$ cat src/rtl/layer_sequencer.sv
// Layer sequencer: walks a per-layer config table and drives the
// neuron FSM (counter loads, clear pulse, run enable) for each neuron.
module layer_sequencer #(
  parameter int N_LAYERS = 4,
  parameter int LW       = $clog2(N_LAYERS)
) (
  input  logic          clk,
  input  logic          reset,
  input  logic          enable,
  input  logic          start,
  input  logic          abort,
  input  logic          cfg_we,
  input  logic [LW-1:0] cfg_addr,
  input  logic [23:0]   cfg_data,
  input  logic          fsm_done,
  output logic [7:0]    DB,
  output logic [7:0]    DD,
  output logic          EN_FSM,
  output logic          fsm_clr,
  output logic [LW-1:0] layer_idx,
  output logic [7:0]    neuron_idx,
  output logic          busy,
  output logic          done,
  output logic          err
);

  typedef enum logic [2:0] {
    S_IDLE,
    S_LOAD,
    S_CLR,
    S_RUN,
    S_NEXT,
    S_FIN,
    S_ABRT
  } state_t;

  state_t          state_q, state_d;
  logic [23:0]     cfg_q [N_LAYERS];
  logic [23:0]     cfg_d [N_LAYERS];
  logic [7:0]      db_q, db_d;
  logic [7:0]      dd_q, dd_d;
  logic [7:0]      cnt_q, cnt_d;
  logic [7:0]      nidx_q, nidx_d;
  logic [LW-1:0]   lidx_q, lidx_d;
  logic            err_q, err_d;

  logic [23:0]     entry;
  logic            skip;
  logic            last_neuron;
  logic            last_layer;
  logic            abort_take;

  assign entry       = cfg_q[lidx_q];
  assign skip        = (entry[23:16] == 8'd0) || (entry[15:0] == 16'd0);
  assign last_neuron = (nidx_q == cnt_q - 8'd1);
  assign last_layer  = (lidx_q == LW'(N_LAYERS - 1));
  // The abort cycle itself always falls back to IDLE, so abort is not
  // re-taken there.
  assign abort_take  = abort && (state_q != S_IDLE) && (state_q != S_ABRT);

  // State register
  always_ff @(posedge clk or posedge reset) begin
    if (reset) begin
      state_q <= S_IDLE;
    end else begin
      state_q <= state_d;
    end
  end

  // Next-state logic; a low enable freezes the machine
  always_comb begin
    state_d = state_q;
    if (enable) begin
      unique case (state_q)
        S_IDLE: if (start) state_d = S_LOAD;
        S_LOAD: state_d = skip ? S_NEXT : S_CLR;
        S_CLR:  state_d = S_RUN;
        S_RUN: begin
          if (fsm_done) state_d = last_neuron ? S_NEXT : S_CLR;
        end
        S_NEXT: state_d = last_layer ? S_FIN : S_LOAD;
        S_FIN:  state_d = S_IDLE;
        S_ABRT: state_d = S_IDLE;
        default: state_d = S_IDLE;
      endcase
      if (abort_take) state_d = S_ABRT;
    end
  end

  // Moore output decode; reset clears the state so these drop at once
  always_comb begin
    EN_FSM  = 1'b0;
    fsm_clr = 1'b0;
    done    = 1'b0;
    busy    = (state_q != S_IDLE);
    unique case (1'b1)
      (state_q == S_RUN):  EN_FSM  = 1'b1;
      (state_q == S_CLR):  fsm_clr = 1'b1;
      (state_q == S_ABRT): fsm_clr = 1'b1;
      (state_q == S_FIN):  done    = 1'b1;
      default: ;
    endcase
  end

  // Datapath next values: config table, layer/neuron position, err
  always_comb begin
    cfg_d  = cfg_q;
    db_d   = db_q;
    dd_d   = dd_q;
    cnt_d  = cnt_q;
    nidx_d = nidx_q;
    lidx_d = lidx_q;
    err_d  = err_q;
    if (enable) begin
      if (cfg_we) begin
        if (state_q == S_IDLE) cfg_d[cfg_addr] = cfg_data;
        else                   err_d = 1'b1;
      end
      if (!abort_take) begin
        unique case (state_q)
          S_IDLE: begin
            if (start) begin
              lidx_d = '0;
              err_d  = 1'b0;
            end
          end
          S_LOAD: begin
            cnt_d  = entry[23:16];
            db_d   = entry[15:8];
            dd_d   = entry[7:0];
            nidx_d = 8'd0;
          end
          S_RUN: begin
            if (fsm_done && !last_neuron) nidx_d = nidx_q + 8'd1;
          end
          S_NEXT: begin
            if (!last_layer) lidx_d = lidx_q + 1'b1;
          end
          default: ;
        endcase
      end
    end
  end

  // Datapath registers
  always_ff @(posedge clk or posedge reset) begin
    if (reset) begin
      for (int i = 0; i < N_LAYERS; i++) cfg_q[i] <= '0;
      db_q   <= '0;
      dd_q   <= '0;
      cnt_q  <= '0;
      nidx_q <= '0;
      lidx_q <= '0;
      err_q  <= 1'b0;
    end else begin
      cfg_q  <= cfg_d;
      db_q   <= db_d;
      dd_q   <= dd_d;
      cnt_q  <= cnt_d;
      nidx_q <= nidx_d;
      lidx_q <= lidx_d;
      err_q  <= err_d;
    end
  end

  assign DB         = db_q;
  assign DD         = dd_q;
  assign layer_idx  = lidx_q;
  assign neuron_idx = nidx_q;
  assign err        = err_q;

endmodule

$ cat config.mk
export PLATFORM = sky130hd
export DESIGN_NAME = layer_sequencer
export DESIGN_NICKNAME = d
export VERILOG_FILES = /design/src/rtl/layer_sequencer.sv
export SDC_FILE = /design/constraint.sdc
export NUM_CORES = 1
export LEC_CHECK = 0
export CAP_MARGIN = 25
export CORE_MARGIN = 4
export CORE_UTILIZATION = 45
export CTS_CLUSTER_DIAMETER = 80
export DETAILED_ROUTE_END_ITERATION = 12
export PLACE_DENSITY = 0.66
export SLEW_MARGIN = 20
export SYNTH_ARGS = -nofsm -noshare
export SYNTH_HDL_FRONTEND = slang
export SYNTH_SLANG_ARGS = --single-unit
$ cat constraint.sdc
create_clock -name clk -period 10.22 [get_ports clk]
set_clock_uncertainty 0.2 [all_clocks]
set_input_delay 2.555 -clock clk [delete_from_list [all_inputs] [get_ports clk]]
set_output_delay 2.555 -clock clk [all_outputs]
set_load 0.05 [all_outputs]
==> flow_metrics.env <==
export IMPL_cts_tree="built"
export IMPL_wl_met2_um=6630
export IMPL_grt_ovfl_total=0
export IMPL_wl_met3_um=456
export IMPL_cts_sinks=134
export IMPL_via_per_inst=5.52
export IMPL_synth_seq_area_share_pct=53.8
export IMPL_switching_power_uw=666
export IMPL_netlist_area_um2=6230
export IMPL_ant_nets=0
export IMPL_ctsHoldBuffers=0
export IMPL_first_global_vias=4277
export IMPL_crit_buf_inv=2
export IMPL_synth_cell_types=45
export IMPL_cts_resized=0
export IMPL_slowest_stage="clkdlybuf4s50_1"
export IMPL_worst_path_stages=4
export IMPL_hold_path_cell_count=2
export IMPL_dieArea_um2=15800
export IMPL_drive_above_1_share_pct=29.4
export IMPL_design_core_area_um2=13400
export IMPL_end_kind="output pin"
export IMPL_synthTopCellsByCount="dfrtp_1, mux2_2, nand2_1"
export IMPL_p_int_mw=1.41
export IMPL_p_comb_share_pct=34.0
export IMPL_finalCritPeriodShare_pct=49.0
export IMPL_hold_ws_ns=0.277
export IMPL_finalPower_mw=2.07
export IMPL_cp_required_ns=7.47
export IMPL_synth_fp_nets=522
export IMPL_synth_top_area_cell="dfrtp_1"
export IMPL_wl_per_cell_um=18.2
export IMPL_antenna_found_initial=0
export IMPL_drv_slew=0
export IMPL_p_leak_nw=3.40
export IMPL_max_slew_margin_rel_pct=40.4
export IMPL_grtUsageTotal_pct=18.0
export IMPL_initial_core_util_pct=46.5
export IMPL_peakVddDrop_mv=0.138
export IMPL_post_route_util_pct=56.6
export IMPL_crit_family="buffers and inverters"
export IMPL_cts_root_buffer="clkbuf_16"
export IMPL_synth_edf_count=0
export IMPL_dieWidth_um=126
export IMPL_critical_path_arrival_ns=2.25
export IMPL_cp_cell_sequence="nor2b_1, nand2_1, inv_1, clkdlybuf4s50_1"
export IMPL_fin_nets=588
export IMPL_synth_top_cell_area_share_pct=53.8
export IMPL_synth_ff_type="dfrtp_1"
export IMPL_synth_most_common_cell="dfrtp_1"
export IMPL_firstDrtPassIters=4
export IMPL_cts_buffers=17
export IMPL_synthTopCellsByArea="dfrtp_1, mux2_2, mux4_2"
export IMPL_postCtsSetupBuffers=0
export IMPL_yosys_warnings=0
export IMPL_highest_layer="met4"
export IMPL_drtIter0Drc=158
export IMPL_wl_um=13500
export IMPL_syn_avg_cell_area_um2=12.8
export IMPL_diodes=0
export IMPL_pin_count=64
export IMPL_htreeDepth=4
export IMPL_switching_share_pct=32.1
export IMPL_yosys_register_bits=134
export IMPL_io_buffers=63
export IMPL_outcome="completed"
export IMPL_fmax_mhz=200
export IMPL_critPathMaxFanout=11
export IMPL_worstMarginPinSlew_ns=0.892
export IMPL_clk_latency_ns=0.41
export IMPL_drc=0
export IMPL_dp_hpwl_um=8940
export IMPL_finalSetupViolCount=0
export IMPL_pwr_share_seq_pct=39.9
export IMPL_crit_path_max_incr_delay_ns=0.81
export IMPL_p_per_area_nw_per_um2=273
export IMPL_hold_path_class="register to register"
export IMPL_die_y_um=126
export IMPL_finalCriticalPeriod_ns=5.01
export IMPL_setup_tns_ns=0
export IMPL_path_class="register to output pin"
export IMPL_syn_inst=486
export IMPL_final_hold_viol_count=0
export IMPL_path_clk_slew_ns=0.05
export IMPL_synthToLayoutAreaGrowth_pct=21.8
export IMPL_p_clk_share_pct=26.1
export IMPL_drv_cap=0
export IMPL_rr_worst_depth=7
export IMPL_gp_congestion=0.759
export IMPL_cp_start_kind="register"
export IMPL_grt_max_degree=73
export IMPL_num_rows=42
export IMPL_cts_buffer_depth=2
export IMPL_async_flop_share_pct=100
export IMPL_grt_pass1_wl_um=22600
export IMPL_num_vias=4087
export IMPL_rsz0062_at_grt="no"
export IMPL_wl_met1_um=6230
-- registers in the layout (all words and copies together), names as in the netlist --
register	flops
DB	8
DD	8
cfg_q	96
cnt_q	8
err	1
layer_idx	2
neuron_idx	8
state_q	3
-- cell usage in the layout (no fill, tap or decap), types with 2 or more instances in the layout --
master and instances:
dfrtp_1 134, inv_1 5, mux2_2 98, nor4_1 9, or3_1 6, nand3_1 4, mux4_2 24, nand2_1 81
nor3_1 6, buf_4 8, nand4_1 4, a211oi_1 2, a21oi_1 14, ha_1 3, a21o_1 2, clkdlybuf4s50_1 63
and3_1 2, and2_1 2, o211ai_1 3, xnor2_1 6, nor2_1 11, nand2b_1 6, nor2b_1 2, clkinv_2 2
o21ai_0 12, a22o_1 3, clkbuf_16 17, clkbuf_1 7, clkbuf_8 4
-- stage by stage --
stage / worst slack (ns) / std cells / cell area, um2
after floorplan: 3.88 / 486 / 6230
after global placement: 5.52 / 708 / 7040
after detailed placement: 5.46 / 708 / 7040
after CTS: 5.19 / 739 / 7570
after global routing: 5.10 / 740 / 7590
final: 5.21 / 740 / 7590
-- worst register-to-register path, stage by stage, from the launching register on --
cell and delay [ns]:
dfrtp_1 0.35, buf_4 0.45, mux4_2 0.61, nor4_1 0.54
nand4_1 0.26, nand2_1 0.17, mux2_2 0.16, a21oi_1 0.05
-- kinds of logic (layout without fill, tap and decap cells) --
family / count (synthesis) / count (layout) / share of synthesized area (%)
and+or+nand+nor: 146 / 146 / 11.5
muxes: 123 / 123 / 26.6
AOI/OAI and AO/OA: 42 / 42 / 4.36
adders and majority gates: 3 / 3 / 0.603
DFF: 134 / 134 / 53.8
buffers and inverters: 31 / 109 / 2.19
xor gates and xnor gates: 7 / 7 / 0.984
-- power groups by stage --
stage	logic, mW	registers (mW)	clock network, mW
final	0.705	0.827	0.541
after global routing	0.768	0.853	0.574
after CTS	0.715	0.828	0.552
after detailed placement	0.711	0.834	0
after global placement	0.697	0.822	0
after floorplan	0.503	0.846	0
-- layout make-up --
type,instances,area (um2)
clock inverter,3,17.5
sequential,134,3350
timing repair buffer,72,711
tap,176,220
inverter,6,25.0
clock buffer,28,507
multi-input combinational,321,2750
fill,1142,5810
-- per-layer routing --
metal / track usage, % / vias to the layer above
met5: 0 / -
met4: 5.93 / 0
met3: 3.60 / 16
met2: 28.7 / 72
met1: 25.0 / 2110
li1: - / 1889
-- final timing paths --
path,slack [ns],startpoint,endpoint
max,5.21,state_q[1],EN_FSM
min,0.28,DD[7],DD[7]
max reg2reg,7.32,layer_idx[0],state_q[1]
min reg2reg,0.28,DD[7],DD[7]
max in group asynchronous,6.13,reset,cfg_q[20]
min in group asynchronous,2.28,reset,cfg_q[28]
(Power assumes the default switching activity.)
